## src/rtl/serial_word_tx_pkg.sv

```systemverilog
// rtl/serial_word_tx_pkg.sv - shared types and constants for the serial word transmitter
//
// Contents:
//   state_t           FSM states (ST_PAR is only reachable with SERIAL_WORD_TX_PARITY_EN)
//   IDLE_BIT_DEFAULT  level driven on x between words
//   W_MIN / W_MAX     legal word-width range
//   cnt_width()       bit-counter width for a given word width ($clog2(W), minimum 1)
package serial_word_tx_pkg;

    typedef enum logic [1:0] {
        ST_IDLE  = 2'd0,
        ST_SHIFT = 2'd1,
        ST_PAR   = 2'd2
    } state_t;

    localparam logic IDLE_BIT_DEFAULT = 1'b0;

    localparam int W_MIN = 2;
    localparam int W_MAX = 32;

    // The counter runs W-1 down to 0, so $clog2(W) bits always hold W-1.
    function automatic int cnt_width(input int w);
        return (w < 2) ? 1 : $clog2(w);
    endfunction

endpackage

```

## src/rtl/serial_word_tx_shreg.sv

```systemverilog
// rtl/serial_word_tx_shreg.sv - W-bit loadable left shift register with MSB tap
//
// Ports:
//   clk, rst_n  clock, asynchronous active-low reset (clears the register)
//   load        capture din (has priority over shift)
//   shift       shift left by one, zero fill
//   din[W-1:0]  parallel load value
//   msb         current bit W-1
module serial_word_tx_shreg #(
    parameter int W = 8
) (
    input  logic         clk,
    input  logic         rst_n,
    input  logic         load,
    input  logic         shift,
    input  logic [W-1:0] din,
    output logic         msb
);

    logic [W-1:0] q;

    always_ff @(posedge clk or negedge rst_n) begin
        if (!rst_n) begin
            q <= '0;
        end else if (load) begin
            q <= din;
        end else if (shift) begin
            q <= {q[W-2:0], 1'b0};
        end
    end

    assign msb = q[W-1];

endmodule

```

## src/rtl/serial_word_tx.sv

```systemverilog
// rtl/serial_word_tx.sv - parallel-to-serial word transmitter, MSB first, valid/ready input
//
// Build option: SERIAL_WORD_TX_PARITY_EN appends one even-parity bit after every word.
//
// Parameters:
//   W         word width, 2..32
//   IDLE_BIT  level on x when no bit is being sent
// Ports:
//   clk, rst_n          clock, asynchronous active-low reset
//   din[W-1:0]          word to send, sampled only on the accepting edge
//   din_valid           din holds a word
//   din_ready           word accepted on this edge if din_valid (state/counter only)
//   x                   registered serial data
//   x_valid             registered, high while x carries a data or parity bit
//   busy                registered, high while a word (or its parity bit) is on x
module serial_word_tx
    import serial_word_tx_pkg::*;
#(
    parameter int   W        = 8,
    parameter logic IDLE_BIT = IDLE_BIT_DEFAULT
) (
    input  logic         clk,
    input  logic         rst_n,
    input  logic [W-1:0] din,
    input  logic         din_valid,
    output logic         din_ready,
    output logic         x,
    output logic         x_valid,
    output logic         busy
);

    localparam int CW = cnt_width(W);
    typedef logic [CW-1:0] cnt_t;
    localparam cnt_t CNT_LAST = cnt_t'(W - 1);

    state_t state_q, state_d;
    cnt_t   cnt_q, cnt_d;
    logic   x_d, x_valid_d, busy_d;
    logic   take, sr_load, sr_shift, sr_msb;

`ifdef SERIAL_WORD_TX_PARITY_EN
    logic   par_q, par_d;
`endif

    // The MSB goes straight into the x flop on the accepting edge, so the
    // shift register only holds the bits still to come; its MSB is always
    // the next bit to present.
    serial_word_tx_shreg #(.W(W)) u_shreg (
        .clk   (clk),
        .rst_n (rst_n),
        .load  (sr_load),
        .shift (sr_shift),
        .din   ({din[W-2:0], 1'b0}),
        .msb   (sr_msb)
    );

    always_ff @(posedge clk or negedge rst_n) begin
        if (!rst_n) begin
            state_q <= ST_IDLE;
            cnt_q   <= '0;
            x       <= IDLE_BIT;
            x_valid <= 1'b0;
            busy    <= 1'b0;
`ifdef SERIAL_WORD_TX_PARITY_EN
            par_q   <= 1'b0;
`endif
        end else begin
            state_q <= state_d;
            cnt_q   <= cnt_d;
            x       <= x_d;
            x_valid <= x_valid_d;
            busy    <= busy_d;
`ifdef SERIAL_WORD_TX_PARITY_EN
            par_q   <= par_d;
`endif
        end
    end

    always_comb begin
        state_d   = state_q;
        cnt_d     = cnt_q;
        din_ready = 1'b0;
        take      = 1'b0;
        sr_load   = 1'b0;
        sr_shift  = 1'b0;
        x_d       = IDLE_BIT;
        x_valid_d = 1'b0;
        busy_d    = 1'b0;
`ifdef SERIAL_WORD_TX_PARITY_EN
        par_d     = par_q;
`endif

        case (state_q)
            ST_IDLE: begin
                din_ready = 1'b1;
            end
            ST_SHIFT: begin
                if (cnt_q != '0) begin
                    sr_shift  = 1'b1;
                    cnt_d     = cnt_q - cnt_t'(1);
                    x_d       = sr_msb;
                    x_valid_d = 1'b1;
                    busy_d    = 1'b1;
`ifdef SERIAL_WORD_TX_PARITY_EN
                    par_d     = par_q ^ sr_msb;
`endif
                end else begin
`ifdef SERIAL_WORD_TX_PARITY_EN
                    state_d   = ST_PAR;
                    x_d       = par_q;
                    x_valid_d = 1'b1;
                    busy_d    = 1'b1;
`else
                    din_ready = 1'b1;
                    state_d   = ST_IDLE;
`endif
                end
            end
`ifdef SERIAL_WORD_TX_PARITY_EN
            ST_PAR: begin
                din_ready = 1'b1;
                state_d   = ST_IDLE;
            end
`endif
            default: begin
                state_d = ST_IDLE;
            end
        endcase

        // An accepted word overrides whatever the state above chose, which
        // gives gapless back-to-back words from the last-bit/parity cycle.
        take = din_ready && din_valid;
        if (take) begin
            sr_load   = 1'b1;
            state_d   = ST_SHIFT;
            cnt_d     = CNT_LAST;
            x_d       = din[W-1];
            x_valid_d = 1'b1;
            busy_d    = 1'b1;
`ifdef SERIAL_WORD_TX_PARITY_EN
            par_d     = din[W-1];
`endif
        end
    end

endmodule

```

## config.mk

```make
export PLATFORM = sky130hd
export DESIGN_NAME = serial_word_tx
export DESIGN_NICKNAME = d
export VERILOG_FILES = /design/src/rtl/serial_word_tx_pkg.sv /design/src/rtl/serial_word_tx_shreg.sv /design/src/rtl/serial_word_tx.sv
export SDC_FILE = /design/constraint.sdc
export NUM_CORES = 1
export LEC_CHECK = 0
export ABC_AREA = 1
export BUFFER_PORTS_ARGS = -buffer_cell sky130_fd_sc_hd__buf_2
export CELL_PAD_IN_SITES_DETAIL_PLACEMENT = 1
export CELL_PAD_IN_SITES_GLOBAL_PLACEMENT = 2
export CORE_MARGIN = 4
export CORE_UTILIZATION = 32
export CTS_CLUSTER_SIZE = 30
export DETAILED_ROUTE_END_ITERATION = 7
export HOLD_SLACK_MARGIN = 0.02
export PLACE_DENSITY = 0.88
export SLEW_MARGIN = 15
export SYNTH_ARGS = -nofsm -noshare
export SYNTH_HDL_FRONTEND = slang
export SYNTH_HIERARCHICAL = 1
export SYNTH_SLANG_ARGS = --single-unit
export TNS_END_PERCENT = 50
```

## constraint.sdc

```tcl
create_clock -name clk -period 3 [get_ports clk]
set_input_delay 0 -clock clk [delete_from_list [all_inputs] [get_ports clk]]
set_output_delay 0 -clock clk [all_outputs]
set_load 0.01 [all_outputs]
```

### After elaboration in Yosys (flattened, before gate mapping)

Index checks and enable logic that the tools add are counted.

| storage, ports and cells | value |
|---|---|
| output and inout port bits | 4 |
| bits in registers | 15 |
| logic and storage cells | 34 |
| input port bits | 11 |

| cells by class | value |
|---|---|
| $add $sub $neg | 1 |
| muxes and demuxes | 17 |
| reduce and logical (&&, ||, !) cells | 8 |
| equality and inequality tests | 3 |

Operators with widths:

| kind | number |
|---|---|
| $mux 8 | 2 |
| $mux 3 | 3 |
| $mux 1 | 8 |
| $reduce_bool 2->1 | 3 |
| $mux 2 | 2 |
| $pmux 2 s2 | 1 |
| $reduce_and 2->1 | 2 |
| $ne 3x3->1 const B | 1 |
| $reduce_bool 3->1 | 1 |
| $sub 3x1->3 const B | 1 |
| $eq 2x1->1 const B | 1 |
| $logic_not 2->1 | 1 |
| $ne 2x2->1 const B | 1 |
| $pmux 1 s2 | 1 |
| $logic_and 1x1->1 | 1 |

### Depth between registers and ports, before layout

| depth | value |
|---|---|
| word-level depth | 6 |
| gate-level depth with buffers | 9 |
| mapped depth without buffers | 8 |

### Modules after synthesis

Netlist, hierarchy kept.

Modules (own cells, without submodules):

| module | times used | cells each | area an instance (sq um) | seq. area each (sq um) |
|---|---|---|---|---|
| serial_word_tx_shreg | 1 | 43 | 376.6 | 200.2 |
| serial_word_tx | 1 | 35 | 291.5 | 150.1 |

### Least setup slack after synthesis

No wires, ideal clock.

| timing path | value |
|---|---|
| path type | register to register |
| start point | register cnt_q[0] |
| end point | register u_shreg.q[6] |
| slack | 1.561 ns |
| cell stages (with the launch flop) | 10 |
| path buffers | 1 |
| data arrival time | 1.371 ns |
| setup time | 0.068 ns |
| cell sequence | dfrtp_1 -> inv_1 -> ha_1 -> ha_1 -> nor2_2 -> nor2_1 -> buf_6 -> nor2_8 -> nand2_1 -> nand3_1 |

| on the way | value |
|---|---|
| elaborated cells on any way between the ends | 9 |
| classes of those cells | mux (6); reduce/logical (3) |

RTL lines:

| element | RTL line | RTL |
|---|---|---|
| start, declared | serial_word_tx.sv:37 | `cnt_t cnt_q, cnt_d;` |
| start signal, assigned | serial_word_tx.sv:69 | `cnt_q <= cnt_d;` |
| $reduce_bool 3->1 | serial_word_tx.sv:98 | `if (cnt_q != '0) begin` |
| $mux 1 | serial_word_tx.sv:98 |  |
| $mux 1 | serial_word_tx.sv:93 | `case (state_q)` |
| net sr_shift | serial_word_tx.sv:39 | `logic take, sr_load, sr_shift, sr_msb;` |
| $reduce_bool 2->1 (no line) | n/a |  |
| end signal, assigned | serial_word_tx_shreg.sv:26 | `q <= din;` |
| end signal, assigned | serial_word_tx_shreg.sv:28 | `q <= {q[W-2:0], 1'b0};` |
| end, declared | serial_word_tx_shreg.sv:20 | `logic [W-1:0] q;` |

The timed path passes the listed nets, and every way through them passes these cells.
A chain may end at the register's enable or synchronous reset.

### Worst setup path in the final report

| timing path | value |
|---|---|
| start point | register cnt_q[0] |
| end point | register u_shreg.q[3] |

Same word-level chain as after synthesis.

==> impl_metrics.json <==
{
  "grt_pass1_vias": 634,
  "antenna_found_initial": 0,
  "ys_seq_area_share_pct": 52.4,
  "clock-sinks": 14,
  "yosysUniqueCellTypes": 13,
  "root_buffer": "clkbuf_4",
  "fp.dieW_um": 53.7,
  "setup_tns_ns": 0,
  "area_delta_synth_final_pct": 32.6,
  "synth-seq-cells": 14,
  "status": "finished, final reports clean",
  "routed_wl_um": 1460,
  "grt_pass1_wl_um": 2650,
  "cp_slowest_cell": "nor2_1",
  "maxSlewViolCount": 0,
  "htree_levels": 1,
  "synthTopCellsByArea": "dfrtp_1 (52%), nand2_1 (15%), nand3_1 (13%)",
  "worst-path-buf-inv": 3,
  "peakVddDrop_mv": 0.413,
  "ios": 15,
  "required_ns": 3.17,
  "crit_chain": "inv_1, ha_1, ha_1, nor2_2, buf_4, nor2_1, inv_2, nand3_1, nand3_1",
  "synth_nets": 91,
  "rrSetupSlack_ns": 0.77,
  "start_util_pct": 33.7,
  "diodes": 0,
  "vias_per_cell": 4.60,
  "power.leakage_nw": 0.469,
  "synth_edf_count": 0,
  "whs_ns": 0.145,
  "routedWlPerCell_um": 11.1,
  "worst_slew_pin_slew_ns": 0.904,
  "fin_crit_sh_pct": 74.4,
  "min_path_type": "in2async",
  "port_buffers": 14,
  "dieArea_um2": 2880,
  "crit_family": "simple AND/OR/NAND/NOR gates",
  "path_max_fanout": 12,
  "dp_hpwl_um": 1020,
  "netlist_instances": 78,
  "cp.arrival_ns": 2.40,
  "clock_latency_ns": 0.28,
  "finalWeightedCongestion": 0.676,
  "firstDrtPassIters": 4,
  "grt_max_degree": 15,
  "grt_usage_pct": 13.0,
  "cp-end-kind": "flop",
  "critPathKind": "reg2reg",
  "cap_violations": 0,
  "drc": 0,
  "post_synth.cell_area_avg_um2": 8.57,
  "num_vias": 602,
  "yosysMostFrequentCell": "nand2_1",
  "rows": 16,
  "maxSlewHeadroom_pct": 39.5,
  "antenna_left": 0,
  "drt-initial-drc-count": 2,
  "synth.top_cells.by_count": "nand2_1 (27), nand3_1 (17), dfrtp_1 (14)",
  "clkTransAtPathRegs_ns": 0.08,
  "synth_top_flop_cell": "dfrtp_1",
  "max_freq_mhz": 448,
  "rsz0062_at_grt": "false",
  "cts_tree": "done",
  "async_flop_share_pct": 100,
  "cp-start-kind": "flop",
  "grt_overflow": 0,
  "cts.path.max_buffers": 2,
  "core_um2": 1980,
  "synth_area_leader_cell": "dfrtp_1",
  "fin_skew_ns": 0.000598,
  "slowest_delay_ns": 0.70,
  "yosys_warnings": 6,
  "p_per_area_nw_per_um2": 810,
  "netlist.area_leader.share_pct": 52.4,
  "final-setup-viol-count": 0,
  "hold_viol": 0,
  "synth_area_um2": 668,
  "die_y_um": 53.7,
  "nNetsFinal": 119,
  "drive_gt1_share_pct": 23.1,
  "post-route-min-period_ns": 2.23,
  "numCtsBuffers": 3
}
worst register-to-register path, cell delays in order, from the launching register on:
cell     delay, ns
dfrtp_1       0.39
inv_1         0.08
ha_1          0.14
ha_1          0.19
nor2_2        0.05
buf_4         0.18
nor2_1        0.70
inv_2         0.17
nand3_1       0.14
nand3_1       0.08
routing by layer:
| metal | GRT usage [%] | wire length, µm | vias up |
|---|---|---|---|
| met5 | 0 | 0 | - |
| met4 | 3.83 | 12 | 0 |
| met3 | 5.82 | 75 | 2 |
| met2 | 22.8 | 778 | 15 |
| met1 | 13.8 | 591 | 288 |
| li1 | - | - | 297 |
layout make-up:
cell class                 count  area (µm²)
sequential                    14         350
timing repair buffer          26         188
tap                           27        33.8
inverter                       9        33.8
multi-input combinational     52         258
fill                         244        1100
clock buffer                   3        22.5
where the power goes:
group	internal, mW	leakage (nW)	total (mW)	switching (mW)
Sequential	0.260	0.172	0.292	0.0318
Combinational	0.126	0.282	0.319	0.194
Clock	0.0465	0.0138	0.106	0.0595
flip-flops by register name, indices dropped and copies added, names as in the netlist:
| signal | flops |
|---|---|
| busy | 1 |
| cnt_q | 3 |
| state_q | 1 |
| u_shreg/q | 8 |
| x | 1 |
cells in the final DEF, fill, tap and decap left out, drive strengths merged:
| cell | n |
|---|---|
| inv | 9 |
| clkbuf | 3 |
| nor2 | 3 |
| nand3 | 17 |
| dfrtp | 14 |
| buf | 15 |
| ha | 2 |
| dlygate4sd3 | 11 |
| conb | 1 |
| nand2 | 29 |
worst paths after layout:
kind	start	end	cells past startpoint
max in group asynchronous	rst_n	u_shreg/q[0]$_DFFE_PN0P_	2
max reg2reg	cnt_q[0]$_DFFE_PN0P_	u_shreg/q[3]$_DFFE_PN0P_	9
min reg2reg	u_shreg/q[0]$_DFFE_PN0P_	u_shreg/q[0]$_DFFE_PN0P_	2
max	cnt_q[0]$_DFFE_PN0P_	u_shreg/q[3]$_DFFE_PN0P_	9
min	rst_n	state_q[0]$_DFFE_PN0P_	2
min in group clk	din[2]	u_shreg/q[3]$_DFFE_PN0P_	4
stage by stage:
stage	cell area [µm²]	power [mW]	utilization, %	setup slack [ns]	cells
finish	886	0.718	44.7	0.769	131
global route	886	0.796	44.7	0.548	131
CTS	886	0.735	44.7	0.718	131
detailed placement	753	0.610	38.0	0.735	117
global placement	753	0.595	38.0	0.834	117
floorplan	668	0.533	-	1.56	78
repair_timing:
action / CTS / global route
hold endpoints to repair: 24 / 0
setup buffers: 0 / 0
resized for setup: 0 / 0
hold buffers: 11 / 0
cell families after synthesis:
kind of cell               Yosys count  synth area share (%)
DFF                                 14                  52.4
adders and majority gates            2                  3.74
and+or+nand+nor                     49                  34.3
buffers and inverters               12                  8.99
other                                1                 0.561
No activity file was read; power rests on OpenSTA's default activity.
